<file path="src/rtl/sb_pkg.sv">
// Shared issue-scoreboard types: unit codes, default latencies,
// writeback slot depth and the slot record.
package sb_pkg;

  typedef enum logic [1:0] {
    U_ALU = 2'd0,
    U_MEM = 2'd1,
    U_MUL = 2'd2,
    U_RSV = 2'd3
  } unit_e;

  localparam int SLOTS     = 5;
  localparam int LAT_ALU_D = 1;
  localparam int LAT_MEM_D = 3;
  localparam int LAT_MUL_D = 5;

  typedef struct packed {
    logic       valid;
    logic [4:0] rd;
  } slot_t;

endpackage

</file>
<file path="src/rtl/issue_scoreboard_if.sv">
// Decode-to-scoreboard issue handshake.
// The master offers an instruction; the slave answers with stall.
interface issue_scoreboard_if;
  logic       issue_valid;
  logic [4:0] issue_rs;
  logic [4:0] issue_rt;
  logic [4:0] issue_rd;
  logic       issue_we;
  logic [1:0] issue_unit;
  logic       issue_stall;

  modport master (
    output issue_valid, issue_rs, issue_rt,
    output issue_rd, issue_we, issue_unit,
    input  issue_stall
  );

  modport slave (
    input  issue_valid, issue_rs, issue_rt,
    input  issue_rd, issue_we, issue_unit,
    output issue_stall
  );
endinterface

</file>
<file path="src/rtl/sb_wb_shiftreg.sv">
// Writeback slot array: shifts toward slot 0 every cycle,
// with one insert at an arbitrary index after the shift.
module sb_wb_shiftreg
  import sb_pkg::*;
(
  input  logic       clk,
  input  logic       rst,
  input  logic       clr,
  input  logic       ins,
  input  logic [2:0] ins_idx,
  input  logic [4:0] ins_rd,
  output slot_t      head,
  output logic [SLOTS:0] occ
);

  slot_t slot [SLOTS];
  slot_t nxt  [SLOTS];

  always_comb begin
    for (int k = 0; k < SLOTS - 1; k++)
      nxt[k] = slot[k+1];
    nxt[SLOTS-1] = '0;
    for (int k = 0; k < SLOTS; k++)
      if (ins && ins_idx == 3'(k))
        nxt[k] = '{valid: 1'b1, rd: ins_rd};
  end

  always_ff @(posedge clk) begin
    if (rst || clr) begin
      for (int k = 0; k < SLOTS; k++)
        slot[k] <= '0;
    end else begin
      slot <= nxt;
    end
  end

  assign head = slot[0];

  // occ[SLOTS] is a permanently empty virtual slot
  always_comb begin
    occ = '0;
    for (int k = 0; k < SLOTS; k++)
      occ[k] = slot[k].valid;
  end

endmodule

</file>
<file path="src/rtl/issue_scoreboard.sv">
// In-order issue scoreboard with RAW/WAW/structural stall logic.
// Optional macro ISSUE_SCOREBOARD_BYPASS_EN forwards slot[0] to RAW.
module issue_scoreboard
  import sb_pkg::*;
#(
  parameter int NREG    = 32,
  parameter int LAT_ALU = LAT_ALU_D,
  parameter int LAT_MEM = LAT_MEM_D,
  parameter int LAT_MUL = LAT_MUL_D
) (
  input  logic            clk,
  input  logic            rst,
  input  logic            flush,
  issue_scoreboard_if.slave iss,
  output logic            wb_valid,
  output logic [4:0]      wb_rd,
  output logic [NREG-1:0] busy
);

  slot_t            head;
  logic [SLOTS:0]   occ;
  logic [2:0]       lat;
  logic             bad_unit;
  logic             fwd_rs, fwd_rt;
  logic             raw_rs, raw_rt, waw, strc;
  logic             accept, alloc;
  logic [NREG-1:0]  busy_nxt;

  always_comb begin
    lat      = 3'd0;
    bad_unit = 1'b0;
    unique case (1'b1)
      (iss.issue_unit == U_ALU): lat = 3'(LAT_ALU);
      (iss.issue_unit == U_MEM): lat = 3'(LAT_MEM);
      (iss.issue_unit == U_MUL): lat = 3'(LAT_MUL);
      default:                   bad_unit = 1'b1;
    endcase
  end

`ifdef ISSUE_SCOREBOARD_BYPASS_EN
  assign fwd_rs = head.valid && head.rd == iss.issue_rs;
  assign fwd_rt = head.valid && head.rd == iss.issue_rt;
`else
  assign fwd_rs = 1'b0;
  assign fwd_rt = 1'b0;
`endif

  assign raw_rs = iss.issue_rs != 5'd0 &&
                  busy[iss.issue_rs] && !fwd_rs;
  assign raw_rt = iss.issue_rt != 5'd0 &&
                  busy[iss.issue_rt] && !fwd_rt;
  assign waw    = iss.issue_we && iss.issue_rd != 5'd0 &&
                  busy[iss.issue_rd];
  assign strc   = iss.issue_we && !bad_unit && occ[lat];

  assign iss.issue_stall = iss.issue_valid &&
    (raw_rs || raw_rt || waw || strc || bad_unit);

  assign accept = iss.issue_valid && !iss.issue_stall &&
                  !flush && !rst;
  assign alloc  = accept && iss.issue_we &&
                  iss.issue_rd != 5'd0;

  sb_wb_shiftreg u_wb (
    .clk     (clk),
    .rst     (rst),
    .clr     (flush),
    .ins     (alloc),
    .ins_idx (lat - 3'd1),
    .ins_rd  (iss.issue_rd),
    .head    (head),
    .occ     (occ)
  );

  assign wb_valid = head.valid;
  assign wb_rd    = head.rd;

  // retire clears first so a same-edge allocation is never lost
  always_comb begin
    busy_nxt = busy;
    if (head.valid)
      busy_nxt[head.rd] = 1'b0;
    if (alloc)
      busy_nxt[iss.issue_rd] = 1'b1;
  end

  always_ff @(posedge clk) begin
    if (rst || flush)
      busy <= '0;
    else
      busy <= busy_nxt;
  end

endmodule

</file>
<file path="src/flat_wrapper.sv">
// flat-port wrapper written by rule: the top's interface ports become plain ports
module issue_scoreboard_flat import sb_pkg::*;
#(
  parameter int NREG    = 32,
  parameter int LAT_ALU = LAT_ALU_D,
  parameter int LAT_MEM = LAT_MEM_D,
  parameter int LAT_MUL = LAT_MUL_D
)
  (clk, rst, flush, wb_valid, wb_rd, busy, iss_issue_valid, iss_issue_rs, iss_issue_rt, iss_issue_rd, iss_issue_we, iss_issue_unit, iss_issue_stall);
  issue_scoreboard_if iss_i ();
  input  logic clk;
  input  logic rst;
  input  logic flush;
  output logic wb_valid;
  output logic [4:0] wb_rd;
  output logic [NREG-1:0] busy;
  input wire logic [$bits(iss_i.issue_valid)-1:0] iss_issue_valid;
  input wire logic [$bits(iss_i.issue_rs)-1:0] iss_issue_rs;
  input wire logic [$bits(iss_i.issue_rt)-1:0] iss_issue_rt;
  input wire logic [$bits(iss_i.issue_rd)-1:0] iss_issue_rd;
  input wire logic [$bits(iss_i.issue_we)-1:0] iss_issue_we;
  input wire logic [$bits(iss_i.issue_unit)-1:0] iss_issue_unit;
  output wire logic [$bits(iss_i.issue_stall)-1:0] iss_issue_stall;
  assign iss_i.issue_valid = iss_issue_valid;
  assign iss_i.issue_rs = iss_issue_rs;
  assign iss_i.issue_rt = iss_issue_rt;
  assign iss_i.issue_rd = iss_issue_rd;
  assign iss_i.issue_we = iss_issue_we;
  assign iss_i.issue_unit = iss_issue_unit;
  assign iss_issue_stall = iss_i.issue_stall;
  issue_scoreboard #(.NREG(NREG), .LAT_ALU(LAT_ALU), .LAT_MEM(LAT_MEM), .LAT_MUL(LAT_MUL)) u_core (.clk(clk), .rst(rst), .flush(flush), .iss(iss_i), .wb_valid(wb_valid), .wb_rd(wb_rd), .busy(busy));
endmodule
</file>
<file path="config.mk">
export PLATFORM = sky130hd
export DESIGN_NAME = issue_scoreboard_flat
export DESIGN_NICKNAME = d
export VERILOG_FILES = /design/src/rtl/sb_pkg.sv /design/src/rtl/issue_scoreboard_if.sv /design/src/rtl/sb_wb_shiftreg.sv /design/src/rtl/issue_scoreboard.sv /design/src/flat_wrapper.sv
export SDC_FILE = /design/constraint.sdc
export NUM_CORES = 1
export LEC_CHECK = 0
export CORE_ASPECT_RATIO = 0.75
export CORE_MARGIN = 8
export CORE_UTILIZATION = 50
export CTS_BUF_LIST = sky130_fd_sc_hd__clkbuf_4 sky130_fd_sc_hd__clkbuf_8
export CTS_CLUSTER_DIAMETER = 150
export CTS_CLUSTER_SIZE = 24
export DETAILED_ROUTE_END_ITERATION = 10
export GPL_TIMING_DRIVEN = 0
export PLACE_DENSITY = 0.76
export SYNTH_ARGS = -nofsm -noshare
export SYNTH_HDL_FRONTEND = slang
export SYNTH_SLANG_ARGS = --single-unit
</file>
<file path="constraint.sdc">
create_clock -name clk -period 9.5 [get_ports clk]
set_clock_uncertainty 0.2 [all_clocks]
set_input_delay 2.375 -clock clk [delete_from_list [all_inputs] [get_ports clk]]
set_output_delay 2.375 -clock clk [all_outputs]
set_load 0.005 [all_outputs]
</file>
==> results.cfg <==
[sta]
rsz0062_at_grt = false
layout_min_cycle_time_ps = 8170
worst_slew_pin_slew_ps = 713
finalCritPeriodShare_pct = 86.0
setup_violations = 0
fmax_mhz = 122
setup_tns_ps = 0
maxSlewViolCount = 0
max_slew_margin_pct = 52.0
hold_viol = 0
setup_slack_ps = 1330

[cells_and_area]
fin_area_um2 = 4330
antennaDiodeCount = 0
finish.net_count = 456
area_growth_pct = 26.4
fin_util_pct = 64.2
drive_gt1_share_pct = 13.2

[job]
maxCapViolations = 0

[placed_design]
dpl_cell_area_um2 = 4100
io_buffers = 57
place_ws_ps = 1390
post-dp-hpwl_um = 8560
gp_congestion = 0.947

[die]
core_um2 = 6730
fp.dieArea_um2 = 9780
num_rows = 26
initial_utilization_pct = 50.8
die_w_um = 112
die_h_um = 87.7
boundaryPins = 61

[pwr]
internal-power_mw = 0.447
p_per_area_nw_per_um2 = 136
switchingPower_mw = 0.142
comb_power_share_pct = 10.6
ir_drop_mv = 0.0877
clkPwrFrac_pct = 45.2
seq_power_share_pct = 44.2
p_leak_nw = 1.51
switching_share_pct = 24.2

[global_routing]
grt_overflow = 0
antenna_found_initial = 0
grt_pass1_wl_um = 17800
grt_max_degree = 11
grt_pass1_vias = 3264
track_usage_pct = 23.3

[route]
dr.pass1.iters = 6
drt-total-wl_um = 11300
vias = 3381
antenna_left = 0
drc = 0
wl_per_cell_um = 21.7
vias_per_cell = 6.48
first_iter_violations = 420

[synth]
yosysMostFrequentCell = dfxtp_1
yosysWarnings = 0
yosys_register_bits = 62
netlist_top_cells_count = dfxtp_1, o211ai_1, mux2i_1
synth_fp_nets = 388
yosys.area.top_type = dfxtp_1
synth-seq-area-share_pct = 36.3
synthCells = 366
synth_ff_type = dfxtp_1
yosysUniqueCellTypes = 49
synth_area_leaders = dfxtp_1, mux2i_1, o211ai_1
netlist_area_um2 = 3420
yosys.area.top_type_share_pct = 36.3
async_reset_ff_share_pct = 0
synth_edf_count = 0
avgSynthCellArea_um2 = 9.35

[worst_hold_path]
hp-class = reg2reg

[cts]
cts_tree = done
cts_sinks = 62
cts_root_buffer = clkbuf_8
worstSkewPairLatency_ps = 350
postCtsSetupRepairBufs = 0
holdBufCountCts = 0
cts_resized = 0
cts_max_level = 3
numCtsBuffers = 9
clock_path_buffers = 2
clk_pin_slew_worst_paths_ps = 70

[worst_setup_path]
worstPathRequired_ps = 6930
critPathCaptureType = output port
crit_top_cell = clkdlybuf4s50_1
worstPathMaxFanout = 10
cp-start-kind = input port
slowest_delay_ps = 610
crit_family = buffers and inverters
crit_chain = clkdlybuf4s50_1, buf_1, mux4_2, mux2i_1, nand2_1, o211ai_1, nand3_1, clkbuf_1, o21a_1, clkdlybuf4s50_1
crit_buf_inv = 4
cp.arrival_ps = 5600
cp_slowest_cell = mux4_2
crit_type = in2out

[run_status]
status = complete, no violations
[through the flow]
step | total power [mW] | hold slack [ps] | instances
2_1_floorplan | 0.303 | 206 | 366
3_3_place_gp | 0.326 | 208 | 507
3_5_place_dp | 0.327 | 211 | 507
4_1_cts | 0.588 | 228 | 522
5_1_grt | 0.604 | 238 | 522
6_report | 0.589 | 220 | 522
[final cells by class]
cell class / instances / area [um2]
inverters: 8 / 30.0
repair buffers: 57 / 571
clock buffers: 12 / 159
well taps: 84 / 105
fillers: 593 / 2410
plain buffers: 33 / 194
flip-flops and latches: 62 / 1240
clock inverters: 3 / 67.6
multi-input cells: 263 / 1960
[layer usage]
layer  wire length, um  track usage, %  up-vias
met4               129            7.17        0
met2              4890            34.8      195
met1              5100            30.9     1646
met3              1220            7.92       12
met5                 0               0        -
li1                  -               -     1528
[registers in the layout, indices dropped and copies added (netlist names)]
name,cells
u_core.busy,32
u_core.u_wb.slot,20
u_core.u_wb.head,6
u_core.u_wb.occ,4
[layout by cell type, fill, tap and decap left out, types with 3 or more instances in the layout]
cell type         n
nor2_1           11
a22o_1            4
nand3_1          22
buf_6             6
nor3_1            5
o211ai_1         34
o22ai_1           4
a22oi_1           5
o31ai_2           5
a21oi_1          19
nor4_2            4
clkdlybuf4s50_1  57
mux2_2            3
clkbuf_8         11
o31ai_1          16
nand2_1          20
nor2b_1           4
or3_1             3
mux2i_1          30
or3b_2            4
nand3b_1          5
o41ai_1           6
buf_4             6
inv_1             8
and2_1           13
mux4_2            8
dfxtp_1          62
clkbuf_1         18
o21ai_0          14
and3b_1           3
[power groups by stage]
stage / clock, mW / combinational (mW) / sequential [mW]
3_5_place_dp: 0 / 0.0604 / 0.266
2_1_floorplan: 0 / 0.0367 / 0.266
6_report: 0.266 / 0.0625 / 0.261
5_1_grt: 0.278 / 0.0662 / 0.260
3_3_place_gp: 0 / 0.0597 / 0.266
4_1_cts: 0.267 / 0.0607 / 0.261
[final timing paths]
check,from,end,slack (ps),cells past startpoint
min reg2reg,u_core.u_wb.slot[12]$_SDFF_PP0_,u_core.u_wb.slot[18]$_SDFF_PP0_,220,1
min,u_core.u_wb.slot[12]$_SDFF_PP0_,u_core.u_wb.slot[18]$_SDFF_PP0_,220,1
max reg2reg,u_core.busy[23]$_SDFF_PP0_,u_core.busy[22]$_SDFF_PP0_,6560,10
max,iss_issue_rs[0],iss_issue_stall,1330,10
[cells by family after synthesis]
| family | synth area share, % |
|---|---|
| AO/OA/AOI/OAI | 24.7 |
| flip-flops | 36.3 |
| multiplexers | 15.0 |
| buffers and inverters | 6.54 |
| AND/OR/NAND/NOR | 17.4 |
No activity file was read; power rests on OpenSTA's default activity.
